File: config.mk
export PLATFORM = sky130hd
export DESIGN_NAME = flow_ram_arbiter
export DESIGN_NICKNAME = d
export VERILOG_FILES = /design/src/rtl/flow_ram_arbiter.sv
export SDC_FILE = /design/constraint.sdc
export NUM_CORES = 1
export LEC_CHECK = 0
export CORE_MARGIN = 1
export CORE_UTILIZATION = 40
export CTS_CLUSTER_SIZE = 16
export DETAILED_ROUTE_END_ITERATION = 8
export GPL_TIMING_DRIVEN = 0
export HOLD_SLACK_MARGIN = 0.12
export PLACE_DENSITY_LB_ADDON = 0.3
export SLEW_MARGIN = 25
export SYNTH_ARGS = -nofsm -noshare
export SYNTH_HDL_FRONTEND = slang
export SYNTH_SLANG_ARGS = --single-unit
File: constraint.sdc
create_clock -name clk -period 9.1 [get_ports clk]
set_input_delay 0.91 -clock clk [delete_from_list [all_inputs] [get_ports clk]]
set_output_delay 0.91 -clock clk [all_outputs]
set_load 0.02 [all_outputs]
File: src/rtl/flow_ram_arbiter.sv
// Two-client arbiter for the flow RAM read/write ports: client 0 has priority with a
// starvation bound for client 1; read responses are steered back via an in-order tag FIFO.
module flow_ram_arbiter #(
  parameter int ADDR_WIDTH     = 16,
  parameter int WORD_WIDTH     = 32,
  parameter int TAG_DEPTH_BITS = 6,
  parameter int STARVE_LIMIT   = 4
) (
  input  logic                  clk,
  input  logic                  reset,
  input  logic                  c0_rd_req,
  input  logic [ADDR_WIDTH-1:0] c0_rd_addr,
  output logic                  c0_rd_ack,
  output logic [WORD_WIDTH-1:0] c0_rd_data,
  output logic                  c0_rd_valid,
  input  logic                  c0_wr_req,
  input  logic [ADDR_WIDTH-1:0] c0_wr_addr,
  input  logic [WORD_WIDTH-1:0] c0_wr_data,
  output logic                  c0_wr_ack,
  input  logic                  c1_rd_req,
  input  logic [ADDR_WIDTH-1:0] c1_rd_addr,
  output logic                  c1_rd_ack,
  output logic [WORD_WIDTH-1:0] c1_rd_data,
  output logic                  c1_rd_valid,
  input  logic                  c1_wr_req,
  input  logic [ADDR_WIDTH-1:0] c1_wr_addr,
  input  logic [WORD_WIDTH-1:0] c1_wr_data,
  output logic                  c1_wr_ack,
  output logic                  ram_read_en,
  output logic [ADDR_WIDTH-1:0] ram_read_addr,
  input  logic                  ram_read_ready,
  input  logic [WORD_WIDTH-1:0] ram_read_data,
  input  logic                  ram_read_data_new,
  output logic                  ram_write_en,
  output logic [ADDR_WIDTH-1:0] ram_write_addr,
  output logic [WORD_WIDTH-1:0] ram_write_data,
  input  logic                  ram_write_ready
);

  localparam int DEPTH = 1 << TAG_DEPTH_BITS;
  localparam int SW    = $clog2(STARVE_LIMIT + 1);
  localparam logic [SW-1:0]             STARVE_MAX = SW'(STARVE_LIMIT);
  localparam logic [TAG_DEPTH_BITS:0]   OUT_FULL   = (TAG_DEPTH_BITS + 1)'(DEPTH);

  typedef enum logic {IDLE, HOLD} state_t;

  function automatic logic [SW-1:0] starve_next(input logic [SW-1:0] cnt, input logic c1_req,
                                                input logic issue, input logic sel);
    if (!c1_req || (issue && sel)) return '0;
    if (issue && cnt != STARVE_MAX) return cnt + 1'b1;
    return cnt;
  endfunction

  state_t              rd_state, rd_state_nxt, wr_state, wr_state_nxt;
  logic                rd_sel_q, rd_sel, rd_en, rd_issue, rd_block, rd_pop, rd_head;
  logic                wr_sel_q, wr_sel, wr_en, wr_issue;
  logic [SW-1:0]       rd_starve, wr_starve;
  logic [TAG_DEPTH_BITS:0]   rd_outstanding;
  logic [TAG_DEPTH_BITS-1:0] tag_wr_ptr, tag_rd_ptr;
  logic [DEPTH-1:0]    tag_mem;
  logic                err_underflow;

  // A full tag FIFO blocks new reads unless a tag is popped in the same cycle.
  assign rd_block = (rd_outstanding == OUT_FULL) && !ram_read_data_new;
  assign rd_pop   = ram_read_data_new && (rd_outstanding != '0);
  assign rd_head  = tag_mem[tag_rd_ptr];
  assign rd_issue = rd_en && ram_read_ready;
  assign wr_issue = wr_en && ram_write_ready;

  always_comb begin
    rd_state_nxt = rd_state;
    rd_sel       = rd_sel_q;
    rd_en        = 1'b0;
    case (rd_state)
      IDLE: begin
        if (!rd_block && (c0_rd_req || c1_rd_req)) begin
          rd_en  = 1'b1;
          rd_sel = c1_rd_req && (!c0_rd_req || rd_starve == STARVE_MAX);
          if (!ram_read_ready) rd_state_nxt = HOLD;
        end
      end
      HOLD: begin
        rd_en = 1'b1;
        if (ram_read_ready) rd_state_nxt = IDLE;
      end
      default: rd_state_nxt = IDLE;
    endcase
  end

  always_comb begin
    wr_state_nxt = wr_state;
    wr_sel       = wr_sel_q;
    wr_en        = 1'b0;
    case (wr_state)
      IDLE: begin
        if (c0_wr_req || c1_wr_req) begin
          wr_en  = 1'b1;
          wr_sel = c1_wr_req && (!c0_wr_req || wr_starve == STARVE_MAX);
          if (!ram_write_ready) wr_state_nxt = HOLD;
        end
      end
      HOLD: begin
        wr_en = 1'b1;
        if (ram_write_ready) wr_state_nxt = IDLE;
      end
      default: wr_state_nxt = IDLE;
    endcase
  end

  always_ff @(posedge clk) begin
    if (!reset) begin
      rd_state       <= IDLE;
      rd_sel_q       <= 1'b0;
      rd_starve      <= '0;
      wr_state       <= IDLE;
      wr_sel_q       <= 1'b0;
      wr_starve      <= '0;
      rd_outstanding <= '0;
      tag_wr_ptr     <= '0;
      tag_rd_ptr     <= '0;
      err_underflow  <= 1'b0;
    end else begin
      rd_state       <= rd_state_nxt;
      rd_sel_q       <= rd_sel;
      rd_starve      <= starve_next(rd_starve, c1_rd_req, rd_issue, rd_sel);
      wr_state       <= wr_state_nxt;
      wr_sel_q       <= wr_sel;
      wr_starve      <= starve_next(wr_starve, c1_wr_req, wr_issue, wr_sel);
      rd_outstanding <= rd_outstanding + {{TAG_DEPTH_BITS{1'b0}}, rd_issue}
                                       - {{TAG_DEPTH_BITS{1'b0}}, rd_pop};
      if (rd_issue) tag_wr_ptr <= tag_wr_ptr + 1'b1;
      if (rd_pop)   tag_rd_ptr <= tag_rd_ptr + 1'b1;
      if (ram_read_data_new && rd_outstanding == '0) err_underflow <= 1'b1;
    end
  end

  // Tag storage carries no reset; the pointers alone define its contents.
  always_ff @(posedge clk) begin
    if (rd_issue) tag_mem[tag_wr_ptr] <= rd_sel;
  end

  assign ram_read_en    = reset && rd_en;
  assign ram_read_addr  = !ram_read_en ? '0 : (rd_sel ? c1_rd_addr : c0_rd_addr);
  assign c0_rd_ack      = reset && rd_issue && !rd_sel;
  assign c1_rd_ack      = reset && rd_issue && rd_sel;
  assign c0_rd_valid    = reset && rd_pop && !rd_head;
  assign c1_rd_valid    = reset && rd_pop && rd_head;
  assign c0_rd_data     = reset ? ram_read_data : '0;
  assign c1_rd_data     = reset ? ram_read_data : '0;

  assign ram_write_en   = reset && wr_en;
  assign ram_write_addr = !ram_write_en ? '0 : (wr_sel ? c1_wr_addr : c0_wr_addr);
  assign ram_write_data = !ram_write_en ? '0 : (wr_sel ? c1_wr_data : c0_wr_data);
  assign c0_wr_ack      = reset && wr_issue && !wr_sel;
  assign c1_wr_ack      = reset && wr_issue && wr_sel;

endmodule

==> results of run 1 <==
[power groups by stage]
| stage | clock network, mW | registers, mW | logic (mW) |
|---|---|---|---|
| 6_report | 0.409 | 0.496 | 0.535 |
| 3_3_place_gp | 0 | 0.506 | 0.517 |
| 5_1_grt | 0.428 | 0.499 | 0.581 |
| 3_5_place_dp | 0 | 0.505 | 0.530 |
| 2_1_floorplan | 0 | 0.502 | 0.303 |
| 4_1_cts | 0.410 | 0.496 | 0.535 |
[cell usage in the layout (no fill, tap or decap), drive strengths merged, types with 2 or more instances in the layout]
| cell | n |
|---|---|
| nand3b | 6 |
| or3b | 2 |
| clkdlybuf4s50 | 304 |
| or2 | 2 |
| nand4b | 2 |
| xor2 | 6 |
| nand2b | 3 |
| o21ai | 4 |
| a31oi | 4 |
| nor2b | 5 |
| o21bai | 2 |
| and2 | 52 |
| buf | 48 |
| clkinv | 2 |
| mux4 | 5 |
| ha | 15 |
| xnor2 | 10 |
| dfxtp | 29 |
| a22oi | 11 |
| clkbuf | 38 |
| nand4 | 5 |
| or3 | 3 |
| nor2 | 94 |
| mux2i | 43 |
| inv | 18 |
| a21oi | 58 |
| bufinv | 2 |
| nand3 | 8 |
| nand2 | 118 |
| a21boi | 2 |
| and3 | 4 |
| edfxtp | 64 |
| o21a | 4 |
[through the flow]
step | std cells | setup WS, ns | hold WS [ns]
global route | 1165 | 4.272 | 0.5587
detailed placement | 1148 | 4.462 | 0.5048
floorplan | 663 | 5.629 | 0.4710
CTS | 1164 | 4.425 | 0.5137
finish | 1165 | 4.421 | 0.5227
global placement | 1147 | 4.353 | 0.4942
[cell families (layout without fill, tap and decap cells)]
group           after synthesis  count (layout)
compound gates               91              91
xor+xnor                     16              16
fa+ha+maj                    16              16
buf+inv                      92             413
flops                        93              93
mux                          48              48
other cells                   0               1
simple gates                307             307
[Yosys cell counts, types with 3 or more instances]
master | count | area, um2
nand2_1 | 118 | 442.9
mux2i_1 | 43 | 430.4
o21a_1 | 4 | 30.03
a21oi_1 | 58 | 290.3
xor2_1 | 6 | 52.55
xnor2_1 | 10 | 87.58
nand4_1 | 5 | 31.28
ha_1 | 15 | 187.7
buf_2 | 5 | 25.02
a22oi_1 | 11 | 82.58
buf_1 | 6 | 22.52
nor2_1 | 94 | 352.8
nand3b_1 | 6 | 45.04
nand3_1 | 6 | 30.03
dfxtp_1 | 29 | 580.6
clkbuf_1 | 29 | 108.9
inv_1 | 15 | 56.30
nand2b_1 | 3 | 18.77
and2_1 | 52 | 325.3
nor2b_1 | 5 | 31.28
a31oi_1 | 4 | 25.02
mux4_1 | 3 | 78.83
edfxtp_1 | 64 | 1922
or3_1 | 3 | 18.77
buf_4 | 34 | 255.2
and3_1 | 4 | 25.02
[state kept, by name, indices dropped and copies added, names as in the netlist]
name            count
tag_rd_ptr          6
wr_starve           3
rd_starve           3
rd_sel_q            1
rd_state            1
wr_state            1
wr_sel_q            1
tag_mem            64
rd_outstanding      7
tag_wr_ptr          6
[area by class of cell]
| class | instances | area, um2 |
|---|---|---|
| Antenna cell | 1 | 2.502 |
| Clock buffer | 9 | 225.2 |
| Multi-Input combinational cell | 478 | 2851 |
| Sequential cell | 93 | 2502 |
| Timing Repair Buffer | 305 | 3070 |
| Fill cell | 1181 | 4627 |
| Inverter | 16 | 60.06 |
| Tap cell | 180 | 225.2 |
| Clock inverter | 7 | 97.59 |
| Buffer | 76 | 434.2 |
[critical path, stage by stage]
cell             delay, ns
clkdlybuf4s50_1       0.45
or3_1                 0.43
nand2_1               0.19
buf_1                 0.37
clkbuf_1              0.52
a21oi_1               0.24
clkdlybuf4s50_1       0.65
[per-layer routing]
metal  part of all wire (%)  up-vias  track usage (%)  routed length, um
li1                       -     2844                -                  -
met1                     37     2779            34.43               8432
met2                     50      304            50.18              11290
met3                    7.4       62            6.919               1688
met4                    5.9        0            17.00               1352
met5                      0        -                0                  0
[final timing paths]
| kind | end | slack [ns] | cells past startpoint |
|---|---|---|---|
| setup reg to reg | rd_outstanding[6] | 5.80 | 15 |
| hold reg to reg | rd_starve[0] | 0.52 | 2 |
| setup / recovery | ram_write_data[19] | 4.42 | 7 |
| hold / removal | rd_starve[0] | 0.52 | 2 |
==> results.md, run 1 <==
- # port buffers: 304
- Initial antenna violation count: 1
- Drt wl/cell: 19.54 um
- Yosys cell types: 48
- WS Path Type: primary input to output pin
- Synth Area in Compound Gates: 9.136%
- Antenna-violating nets left: 0
- DR pass1 iterations: 8
- Post-CTS sizing: 0
- Synth Flop Type: edfxtp_1
- Post-route cell area: 9469 um2
- Switching share of power: 31.32%
- Fin. max-slew vios: 0
- Period Utilization, post-route: 51.42%
- Fin. Hold Viols: 0
- CTS tree: built
- Outcome: finished, final reports clean
- Hold Crit Class: register to register
- Latest clock arrival within the worst-skew pair: 0.35 ns
- Die X: 122.9 um
- Post-route setup TNS: 0 ns
- Sequential power share: 34.5%
- # clock sinks: 93
- Internal Power: 0.9886 mW
- Max VDD drop: 104.6 uV
- Largest net degree at the start of global routing: 42
- First-pass GRT wire length: 31.96 mm
- Top fanout value on the critical path: 10
- Die area: 15110 um2
- Clock root cell: clkbuf_16
- Comb pwr share: 37.1%
- Clk slew on worst S/H paths: 0.07 ns
- Ys Warns: 0
- Setup crit start: c1_wr_req
- Post-CTS Hold Fix Bufs: 0
- Syn_area_per_cell: 8.821 um2
- Final HPWL DP: 18.14 mm
- Leak: 3.495 nW
- Post-Route WL: 22.76 mm
- Layout cells sized above 1: 6.911%
- Min-delay src: rd_starve[0]
- Startpoint type of the worst setup path: primary input
- Overall Global Routing Usage: 29.68%
- Power, Total: 1.439 mW
- Overflow after GRT: 0
- Initial detailed-routing violation count: 397
- Top-level port count: 305
- Placer Congestion: 0.9103
- RSZ-0062 raised after global routing: false
- Worst r2r src: rd_outstanding[4]
- Fin nets: 1164
- Postcts setup bufs: 0
- Least-Margin Pin Slew: 0.7325 ns
- Worst Path Required: 8.19 ns
- P_sw: 0.4507 mW
- Final setup violation count: 0
- Fmax: 213.7 MHz
- H-tree Lvls: 3
- Clock power share: 28.4%
- Final core utilization: 67.18%
- # DRC: 0
- Layout Skew: 0.006908 ns
- Yosys reg bits: 93
- Synth Area in Simple Gates: 24.20%
- Post-synthesis sequential area ratio: 42.79%
- Clk buf depth: 2
- Syn nets: 848
- Mux contribution to synthesized area: 9.478%
- Via density per instance: 5.141
- Initial Utilization: 41.49%
- FP Rows: 43
- Inserted Clock Buffers: 9
- Die height: 122.9 um
- Vias in the first global route: 5726
- Post-Syn Area: 5848 um2
- Worst Path Arrival: 3.77 ns
- Synth Area in XOR/XNOR: 2.396%
- Post-DP Area: 9144 um2
- EDFF count, synth: 64
- Setup crit end kind: output pin
- Fin crit period: 4.679 ns
- Max-Cap Viols: 0
- Area growth syn-to-layout: 61.92%
- Core area: 14100 um2
- Post-Synthesis Cells: 663
- Largest family of logic cells by synthesized area: simple AND/OR/NAND/NOR gates
- PwrDens: 152.0 nW/um2
- Worst slew margin: 51.17%
- Async SR Flop Fraction: 0%
- Routed vias: 5989
- Post-Synth Adder-Cell Area: 3.552%
Power figures use the tool's default switching activity.
==> run 2, diff against run 1 <==
CORE_UTILIZATION = 37   (was 40)
clock period = 3.8 ns   (was 9.1 ns; I/O delays follow)
==> results.md, run 2 (same netlist as run 1, synthesis figures left out) <==
- FF/Latch Area: 2502 um2
- Most frequent cells in the layout: 304 x clkdlybuf4s50_1, 118 x nand2_1, 94 x nor2_1, 64 x edfxtp_1, 56 x a21oi_1
- Overflow after GRT: 0
- Inserted Clock Buffers: 9
- Worst Path Required: 3.42 ns
- Overall Global Routing Usage: 27.58%
- Worst Path Arrival: 3.20 ns
- Worst R2R End: rd_outstanding[6]
- CTS tree: built
- Placer Congestion: 0.9102
- Fin nets: 1164
- Least-Margin Pin Slew: 0.7087 ns
- First-pass GRT wire length: 32.75 mm
- Most common cell after layout, fill and taps aside: clkdlybuf4s50_1
- Reg2Reg Setup Slack: 0.50 ns
- Via density per instance: 4.995
- Fin crit period: 3.579 ns
- Hold Crit Class: register to register
- Top-level port count: 305
- # port buffers: 304
- Drt wl/cell: 18.97 um
- H-tree Lvls: 3
- Largest regs: tag_mem: 64 flops, rd_outstanding: 7 flops
- Period Utilization, post-route: 94.19%
- Fin. max-slew vios: 0
- Antenna-violating nets left: 0
- Area growth syn-to-layout: 62.58%
- Die X: 127.7 um
- Clk slew on worst S/H paths: 0.07 ns
- Post-Route WL: 22.69 mm
- Fillers: 1329
- Min-delay src: rd_starve[0]
- Setup crit end kind: output pin
- Grt met3 use: 8.222%
- Hold path cells: 2
- Post-CTS Hold Fix Bufs: 0
- Met2 Use GR: 46.16%
- RSZ-0062 raised after global routing: false
- Clk buf depth: 2
- PwrDens: 358.0 nW/um2
- # clock sinks: 93
- Final setup violation count: 0
- Die area: 16310 um2
- Initial Utilization: 38.19%
- Final HPWL DP: 18.46 mm
- FP Rows: 45
- Initial detailed-routing violation count: 518
- Routed vias: 5974
- Clock root cell: clkbuf_16
- Most Used Layer, Global Route: met2
- Core area: 15310 um2
- Layout Skew: 0.003572 ns
- Max-Cap Viols: 0
- Initial antenna violation count: 2
- Largest net degree at the start of global routing: 39
- Max VDD drop: 227.2 uV
- Layout cells sized above 1: 7.317%
- Latest clock arrival within the worst-skew pair: 0.34 ns
- Post-route setup TNS: 0 ns
- R2R cell count: 15
- Startpoint type of the worst setup path: primary input
- Hold endpoint: rd_starve[0]
- Top fanout value on the critical path: 10
- Leak: 3.494 nW
- Worst r2r src: rd_outstanding[4]
- Die height: 127.7 um
- WS Path Type: primary input to output pin
- Outcome: finished, final reports clean
- Placed Cells incl. Taps: 1179
- GR Util met1: 35.21%
- # DRC: 0
- DR pass1 iterations: 5
- Top reg by flops: tag_mem
- Area of the multi-input gates: 2859 um2
- Fin. Hold Viols: 0
- Worst slew margin: 52.75%
- Final Instance Count excl. Fillers: 1196
- Largest register FFs: 64
- Vias in the first global route: 5515
- Fmax: 279.4 MHz
-- run 2: cell count changes in the layout (fill, tap and decap cells not counted), sizes merged --
cell    delta
clkinv     -1
bufinv     -1
inv        +2
-- run 2: how the worst max path moves through the flow --
| stage | from | endpoint | slack, ns | cells past startpoint |
|---|---|---|---|---|
| finish | c1_wr_req | ram_write_addr[3] | 0.22 | 8 |
| global placement | ram_read_data_new | ram_read_addr[14] | 0.12 | 9 |
| CTS | wr_starve[0] | ram_write_addr[7] | 0.11 | 10 |
| floorplan | rd_outstanding[5] | rd_outstanding[6] | 0.84 | 15 |
| detailed placement | c1_wr_req | ram_write_addr[7] | 0.14 | 8 |
| global route | rd_outstanding[4] | ram_read_addr[13] | 0.03 | 10 |
-- run 2: through the flow --
step | hold WS [ns] | power [mW] | instance area, um2 | utilization, % | worst slack, ns
CTS | 0.5182 | 3.414 | 9497 | 62.01 | 0.1148
detailed placement | 0.5082 | 2.485 | 9183 | 59.96 | 0.1440
floorplan | 0.4524 | 1.927 | 5848 | - | 0.8432
finish | 0.5173 | 3.404 | 9508 | 62.08 | 0.2208
global route | 0.5466 | 3.579 | 9508 | 62.08 | 0.03348
global placement | 0.4976 | 2.455 | 9155 | 59.78 | 0.1240
-- run 2: worst max-delay path, stage by stage --
cell and delay [ns]:
clkdlybuf4s50_1 0.51, nor2b_1 0.19, o21ai_1 0.24, clkbuf_2 0.29
buf_1 0.37, nand2_1 0.10, a21oi_1 0.40, clkdlybuf4s50_1 0.72
-- run 2: what timing repair did --
action / in CTS / in global routing
gates resized for setup: 0 / 4
endpoints found under the setup margin: 0 / 5
setup buffers: 0 / 0
-- run 2: report_power, final --
part / internal [mW] / switching, mW
Clock: 0.525 / 0.406
Sequential: 1.15 / 0.0385
Combinational: 0.635 / 0.648
Total: 2.31 / 1.09
-- run 2: layout make-up --
class                   instances  area share (%)
multi-input cells             478           30.07
repair buffers                305           32.29
flip-flops and latches         93           26.32
well taps                     211           2.777
clock buffers                   9           2.369
inverters                      16          0.6317
diodes                          1         0.02632
plain buffers                  76           4.580
clock inverters                 7          0.9343
-- run 2: metal layers --
layer / share of wire, % / up-vias
met3: 8.9 / 19
met2: 49 / 266
li1: - / 2845
met5: 0.048 / -
met4: 1.7 / 2
met1: 40 / 2842
